$ cat config.mk
export PLATFORM = sky130hd
export DESIGN_NAME = mem_stage_sram_ctrl
export DESIGN_NICKNAME = d
export VERILOG_FILES = /design/src/rtl/mem_stage_sram_ctrl_pkg.sv /design/src/rtl/mem_stage_sram_ctrl_wait_counter.sv /design/src/rtl/mem_stage_sram_ctrl.sv
export SDC_FILE = /design/constraint.sdc
export NUM_CORES = 1
export LEC_CHECK = 0
export CAP_MARGIN = 40
export CORE_MARGIN = 8
export CORE_UTILIZATION = 28
export DETAILED_ROUTE_END_ITERATION = 12
export GPL_TIMING_DRIVEN = 0
export HOLD_SLACK_MARGIN = 0.12
export PLACE_DENSITY = 0.75
export SKIP_CTS_REPAIR_TIMING = 1
export SLEW_MARGIN = 20
export SYNTH_ARGS = -nofsm -noshare
export SYNTH_HDL_FRONTEND = slang
export SYNTH_HIERARCHICAL = 1
export SYNTH_SLANG_ARGS = --single-unit
$ cat constraint.sdc
create_clock -name clk -period 3.42 [get_ports clk]
set_clock_uncertainty 0.1 [all_clocks]
set_input_delay 0.684 -clock clk [delete_from_list [all_inputs] [get_ports clk]]
set_output_delay 0.684 -clock clk [all_outputs]
set_load 0.005 [all_outputs]
$ cat src/rtl/mem_stage_sram_ctrl_pkg.sv
// Shared types and defaults for the MEM-stage SRAM controller.
// Holds the FSM state encoding and the default widths and wait-state count.
package mem_stage_sram_ctrl_pkg;

    localparam int DEF_WORD_LEN        = 32;
    localparam int DEF_SRAM_ADDR_LEN   = 16;
    localparam int DEF_MEM_WAIT_CYCLES = 4;

    typedef enum logic [1:0] {
        MEM_IDLE   = 2'b00,
        MEM_ACCESS = 2'b01,
        MEM_DONE   = 2'b10
    } mem_state_e;

    function automatic int wait_cnt_width(input int wait_cycles);
        return $clog2(wait_cycles + 1);
    endfunction

endpackage

$ cat src/rtl/mem_stage_sram_ctrl_wait_counter.sv
// Wait-state up-counter for one SRAM transfer.
// Cleared on load, counts on enable, flags the final access cycle.
module mem_wait_counter
    import mem_stage_sram_ctrl_pkg::*;
#(
    parameter int WAIT_CYCLES = DEF_MEM_WAIT_CYCLES,
    parameter int CNT_W       = wait_cnt_width(WAIT_CYCLES)
) (
    input  logic clk,
    input  logic rst,
    input  logic load,
    input  logic en,
    output logic tc
);

    localparam logic [CNT_W-1:0] TC_VAL = CNT_W'(WAIT_CYCLES - 1);

    logic [CNT_W-1:0] cnt;

    always_ff @(posedge clk or negedge rst) begin
        if (!rst) begin
            cnt <= '0;
        end else if (load) begin
            cnt <= '0;
        end else if (en) begin
            cnt <= cnt + CNT_W'(1);
        end
    end

    assign tc = (cnt == TC_VAL);

endmodule

$ cat src/rtl/mem_stage_sram_ctrl.sv
// MEM-stage controller: runs a wait-stated SRAM read or write and freezes
// the upstream pipeline until the transfer completes.
module mem_stage_sram_ctrl
    import mem_stage_sram_ctrl_pkg::*;
#(
    parameter int WORD_LEN      = DEF_WORD_LEN,
    parameter int SRAM_ADDR_LEN = DEF_SRAM_ADDR_LEN,
    parameter int WAIT_CYCLES   = DEF_MEM_WAIT_CYCLES
) (
    input  logic                     clk,
    input  logic                     rst,
    input  logic                     mem_r_en,
    input  logic                     mem_w_en,
    input  logic [WORD_LEN-1:0]      address,
    input  logic [WORD_LEN-1:0]      st_val,
    output logic [WORD_LEN-1:0]      read_data,
    output logic                     freeze,
    output logic                     ready,
    output logic [SRAM_ADDR_LEN-1:0] sram_addr,
    output logic [WORD_LEN-1:0]      sram_wdata,
    input  logic [WORD_LEN-1:0]      sram_rdata,
    output logic                     sram_we_n,
    output logic                     sram_oe_n
);

    mem_state_e state, state_next;
    logic       req, is_read;
    logic       cnt_load, cnt_en, cnt_tc, capture;
    logic       unused_addr;

    assign req     = mem_r_en | mem_w_en;
    assign is_read = mem_r_en & ~mem_w_en;

    mem_wait_counter #(
        .WAIT_CYCLES (WAIT_CYCLES)
    ) u_wait_counter (
        .clk  (clk),
        .rst  (rst),
        .load (cnt_load),
        .en   (cnt_en),
        .tc   (cnt_tc)
    );

    always_ff @(posedge clk or negedge rst) begin
        if (!rst) begin
            state <= MEM_IDLE;
        end else begin
            state <= state_next;
        end
    end

    // A dropped request in ACCESS is a pipeline flush: abandon without capture.
    always_comb begin
        state_next = state;
        cnt_load   = 1'b0;
        cnt_en     = 1'b0;
        capture    = 1'b0;
        case (state)
            MEM_IDLE: begin
                if (req) begin
                    state_next = MEM_ACCESS;
                    cnt_load   = 1'b1;
                end
            end
            MEM_ACCESS: begin
                if (!req) begin
                    state_next = MEM_IDLE;
                end else if (cnt_tc) begin
                    state_next = MEM_DONE;
                    capture    = is_read;
                end else begin
                    cnt_en = 1'b1;
                end
            end
            MEM_DONE: state_next = MEM_IDLE;
            default:  state_next = MEM_IDLE;
        endcase
    end

    always_ff @(posedge clk or negedge rst) begin
        if (!rst) begin
            read_data <= '0;
        end else if (capture) begin
            read_data <= sram_rdata;
        end
    end

    assign freeze     = req & (state != MEM_DONE);
    assign ready      = (state == MEM_DONE);
    assign sram_addr  = address[SRAM_ADDR_LEN+1:2];
    assign sram_wdata = st_val;
    assign sram_we_n  = ~((state == MEM_ACCESS) & mem_w_en);
    assign sram_oe_n  = ~((state == MEM_ACCESS) & is_read);

    assign unused_addr = ^{address[WORD_LEN-1:SRAM_ADDR_LEN+2], address[1:0]};

endmodule

After elaboration in Yosys (flattened, before gate mapping)
Cells that the tools add are included.

Register bits: 37. Word-level logic and storage cells: 35. Input port bits: 100. Output and inout bits: 84.

Bitwise operators: 8. Equality and inequality tests: 6. $add $sub $neg: 1. Mux-type cells: 14. Reduce and logical (&&, ||, !) cells: 3.

Operators by type and width (count): 1-bit 2-to-1 mux (8); 2-bit 2-to-1 mux (3); 3-bit 2-to-1 mux (2); 1-bit bitwise AND (4); 2-bit inequality test (second input constant) (2); 2-bit case mux with 2 select lines (1); 3-bit by 1-bit adder with 3-bit output (second input constant) (1); 3-bit by 2-bit == test with 1-bit output (second input constant) (1); 3-bit inequality test (second input constant) (1); 1-bit inverter (3); 2-bit by 1-bit == test with 1-bit output (second input constant) (1); 2-bit == test (second input constant) (1); 2-bit zero test (1); 2-bit AND reduction (1); 2-bit nonzero test (1); 1-bit OR (1).

Longest topological paths before layout
Depth in word-level cells: 6. Depth in mapped cells: 5. Mapped depth without buffers: 5.

Hierarchy
Netlist, hierarchy kept.

Modules (own cells, without submodules): mem_stage_sram_ctrl (area each 1809.2 sq um, cells each 128, seq. area each 850.8 sq um, times used 1); mem_wait_counter (area each 141.4 sq um, cells each 12, seq. area each 75.1 sq um, times used 1).

Worst setup path before layout
Ideal clock, no wire load.

Path type: register to register. From: register u_wait_counter.cnt[0]. To: register u_wait_counter.cnt[1]. Arrival time: 1.537 ns. Library setup time: 0.133 ns. Data required time: 3.187 ns. Setup slack: 1.650 ns. Buffers on the path: 0. Period minus slack after synthesis: 1.770 ns. Cell stages (with the launch flop): 6. Path through: dfrtp_1 -> ha_1 -> ha_1 -> nor3b_1 -> mux2i_1 -> nor2_1.

Longest elaborated chain between the ends: 5. Elaborated cells between the ends (all ways): 8. Those cells by class: 1 x add/sub; 1 x eq/ne; 5 x mux; 1 x reduce/logical.

RTL lines: from (decl) (line mem_stage_sram_ctrl_wait_counter.sv:18) `logic [CNT_W-1:0] cnt;`; from (signal assigned) (line mem_stage_sram_ctrl_wait_counter.sv:26) `cnt <= cnt + CNT_W'(1);`; 3-bit by 2-bit == test with 1-bit output (line mem_stage_sram_ctrl_wait_counter.sv:30) `assign tc = (cnt == TC_VAL);`; net cnt_tc (line mem_stage_sram_ctrl.sv:28) `logic cnt_load, cnt_en, cnt_tc, capture;`; 1-bit 2-to-1 mux (line mem_stage_sram_ctrl.sv:68) `end else if (cnt_tc) begin`; 1-bit 2-to-1 mux (line mem_stage_sram_ctrl.sv:66) `if (!req) begin`; 1-bit 2-to-1 mux (line mem_stage_sram_ctrl.sv:58) `case (state)`; net cnt_en (line mem_stage_sram_ctrl.sv:28); 2-bit nonzero test (no source line).

The timed path passes the listed nets, and every way through them passes these cells. The select of a mux whose other input is x is not followed. A chain may end at the register's enable or synchronous reset.

Worst setup path after layout
From: input mem_r_en. To: output freeze.

Longest elaborated chain between the ends: 2.

RTL lines: from (decl) (line mem_stage_sram_ctrl.sv:12) `input logic mem_r_en,`; 1-bit OR (line mem_stage_sram_ctrl.sv:31) `assign req = mem_r_en | mem_w_en;`; 1-bit bitwise AND (line mem_stage_sram_ctrl.sv:88) `assign freeze = req & (state != MEM_DONE);`; to (decl) (line mem_stage_sram_ctrl.sv:17) `output logic freeze,`.

No other way between the ends.

==> reports/results.ini <==
[yosys]
postSynthCellCount = 140
ys_ff_latch = 37
syn_area_um2 = 1950
synth_nets = 242
synth.distinct_cells = 20
synth.avg_cell_area_um2 = 13.9
ys_warn_count = 6
yosysSeqAreaShare = 0.475

[clocking]
clk_path_buf_depth = 2
numCtsBuffers = 5
cts.sinks = 37
cts-root-buf = clkbuf_8
path_clk_slew_ns = 0.07
cts_tree = built
cts_max_level = 2
insertion_delay_ns = 0.28

[timing]
hold_violations = 0
max_slew_margin = 0.599
rsz0062_at_grt = false
fin_crit_sh = 0.802
drv_slew = 0
setup_viol_count_final = 0
hold_ws_ns = 0.252
worst_pin_slew_ns = 0.600
period_minus_slack_ns = 2.74
max_freq_mhz = 364
fin_setup_tns_ns = 0

[routing]
wl_per_cell_um = 15.7
vias = 1452
ant_nets = 0
viasPerCell = 4.17
drcViolationCount = 0
drtIter0Drc = 12
first_pass_iters = 3
wl_um = 5460

[place]
gp_congestion = 0.686
port_buffers = 119
hpwl_um = 4650

[pwr]
total_power_mw = 1.73
p_leak_nw = 1.64
peakVddDrop_v = 0.000167
p_per_area_nw_per_um2 = 516

[grt]
grt_max_degree = 20
grt_pass1_wl_um = 8480
antenna_found_initial = 0
grt_usage = 0.106
overflow = 0
grt_pass1_vias = 1663

[worst_setup_path]
path_cells = clkdlybuf4s50_1 -> nor2_1 -> nor2_1 -> clkdlybuf4s50_1
worstPathArrival_ns = 1.96
critPathRequiredTime_ns = 2.64
critPathMaxStageDelay_ns = 0.56
path_delay_family = buffers and inverters
crit_type = in2out
cp_max_fo = 4
startpoint_type = primary input
setup.worst_path.end_class = output pin
r2r_slack_ns = 1.50
crit_slowest_cell = clkdlybuf4s50_1
crit_buf_inv = 2

[run_status]
status = finished, final reports clean

[floorplan]
core_um2 = 6760
dieWidth_um = 99.5
rows = 30
initial_core_util = 0.289
io_pins = 184
die_area_um2 = 9890
die_y_um = 99.5

[final_layout]
syn_to_final_growth_pct = 71.6
nets = 369
final-seq-area_um2 = 926
layout-drive-gt1-share = 0.354
multi_input_area_um2 = 627
n_fill_cell = 628
final_common_cell = clkdlybuf4s50_1
n_antenna_cell = 0
mostFrequentLayoutCells = 118 x clkdlybuf4s50_1, 48 x buf_4, 37 x dfrtp_1

[job]
maxCapViolCount = 0

[min_path]
hp-class = in2async

[synth_stat cells, drive strengths merged]
master | n | share of area
inv | 1 | 0.0019
xnor2 | 1 | 0.0045
nand2 | 1 | 0.0019
nand4b | 1 | 0.012
nor3b | 1 | 0.0039
and3b | 1 | 0.0045
nor2 | 5 | 0.0096
nand3b | 1 | 0.0039
nor3 | 1 | 0.0026
mux2i | 1 | 0.0051
buf | 51 | 0.20
mux2 | 32 | 0.24
dfrtp | 37 | 0.47
or2 | 1 | 0.0032
nor2b | 1 | 0.0071
and2b | 1 | 0.0039
a211oi | 1 | 0.0039
ha | 2 | 0.013
[layout make-up]
cell class | instances | share of cell area
Sequential cell | 37 | 0.277
Inverter | 1 | 0.00112
Multi-Input combinational cell | 51 | 0.187
Clock inverter | 2 | 0.00299
Clock buffer | 6 | 0.0217
Buffer | 51 | 0.118
Timing Repair Buffer | 120 | 0.363
Tap cell | 80 | 0.0299
[worst reg2reg max path: stages, from the launching register on]
cell and delay (ns):
dfrtp_1 0.39, ha_1 0.20, ha_1 0.23, nor3b_1 0.54, mux2i_1 0.26, nor2_1 0.06
[flip-flops by register name, summed over array words and instances, names as in the netlist]
register	cells
read_data	32
u_wait_counter/cnt	3
state	2
[stage by stage]
stage,setup slack [ns],instance area (µm²),utilization,instances
detailed placement,0.659,3260,0.483,340
CTS,0.659,3350,0.495,348
finish,0.676,3350,0.495,348
global route,0.630,3350,0.495,348
floorplan,1.65,1950,-,140
global placement,0.645,3240,0.480,339
[cell families after synthesis]
kind of cell,Yosys count,synth area share
AO/OA/AOI/OAI,1,0.00385
multiplexers,33,0.248
flip-flops,37,0.475
XOR/XNOR,1,0.00449
AND/OR/NAND/NOR,14,0.0526
adder cells (fa/ha/maj),2,0.0128
buffers and inverters,52,0.204
[where the power goes]
part | leakage [nW] | internal (mW) | total (mW) | switching (mW)
sequential | 0.493 | 0.590 | 0.674 | 0.0841
clock | 0.0450 | 0.141 | 0.288 | 0.147
combinational | 1.10 | 0.560 | 0.766 | 0.206
total | 1.64 | 1.29 | 1.73 | 0.436
[final timing paths]
path	startpoint	end	depth (start not counted)
min in group clk	read_data[22]$_DFFE_PN0P_	read_data[22]$_DFFE_PN0P_	1
worst max-delay path	mem_r_en	freeze	4
worst min register to register	read_data[22]$_DFFE_PN0P_	read_data[22]$_DFFE_PN0P_	1
worst max register to register	u_wait_counter/cnt[0]$_DFFE_PN0P_	u_wait_counter/cnt[1]$_DFFE_PN0P_	5
max in group asynchronous	rst	read_data[21]$_DFFE_PN0P_	2
worst min-delay path	rst	read_data[4]$_DFFE_PN0P_	1
[layer usage]
layer / vias up / wire [µm] / global-route usage
met5: - / 0 / 0
met4: 0 / 39 / 0.0256
met3: 4 / 608 / 0.0524
met2: 92 / 2710 / 0.186
met1: 688 / 2110 / 0.111
li1: 668 / - / -
Note: power is estimated with default switching activity, not from simulation.
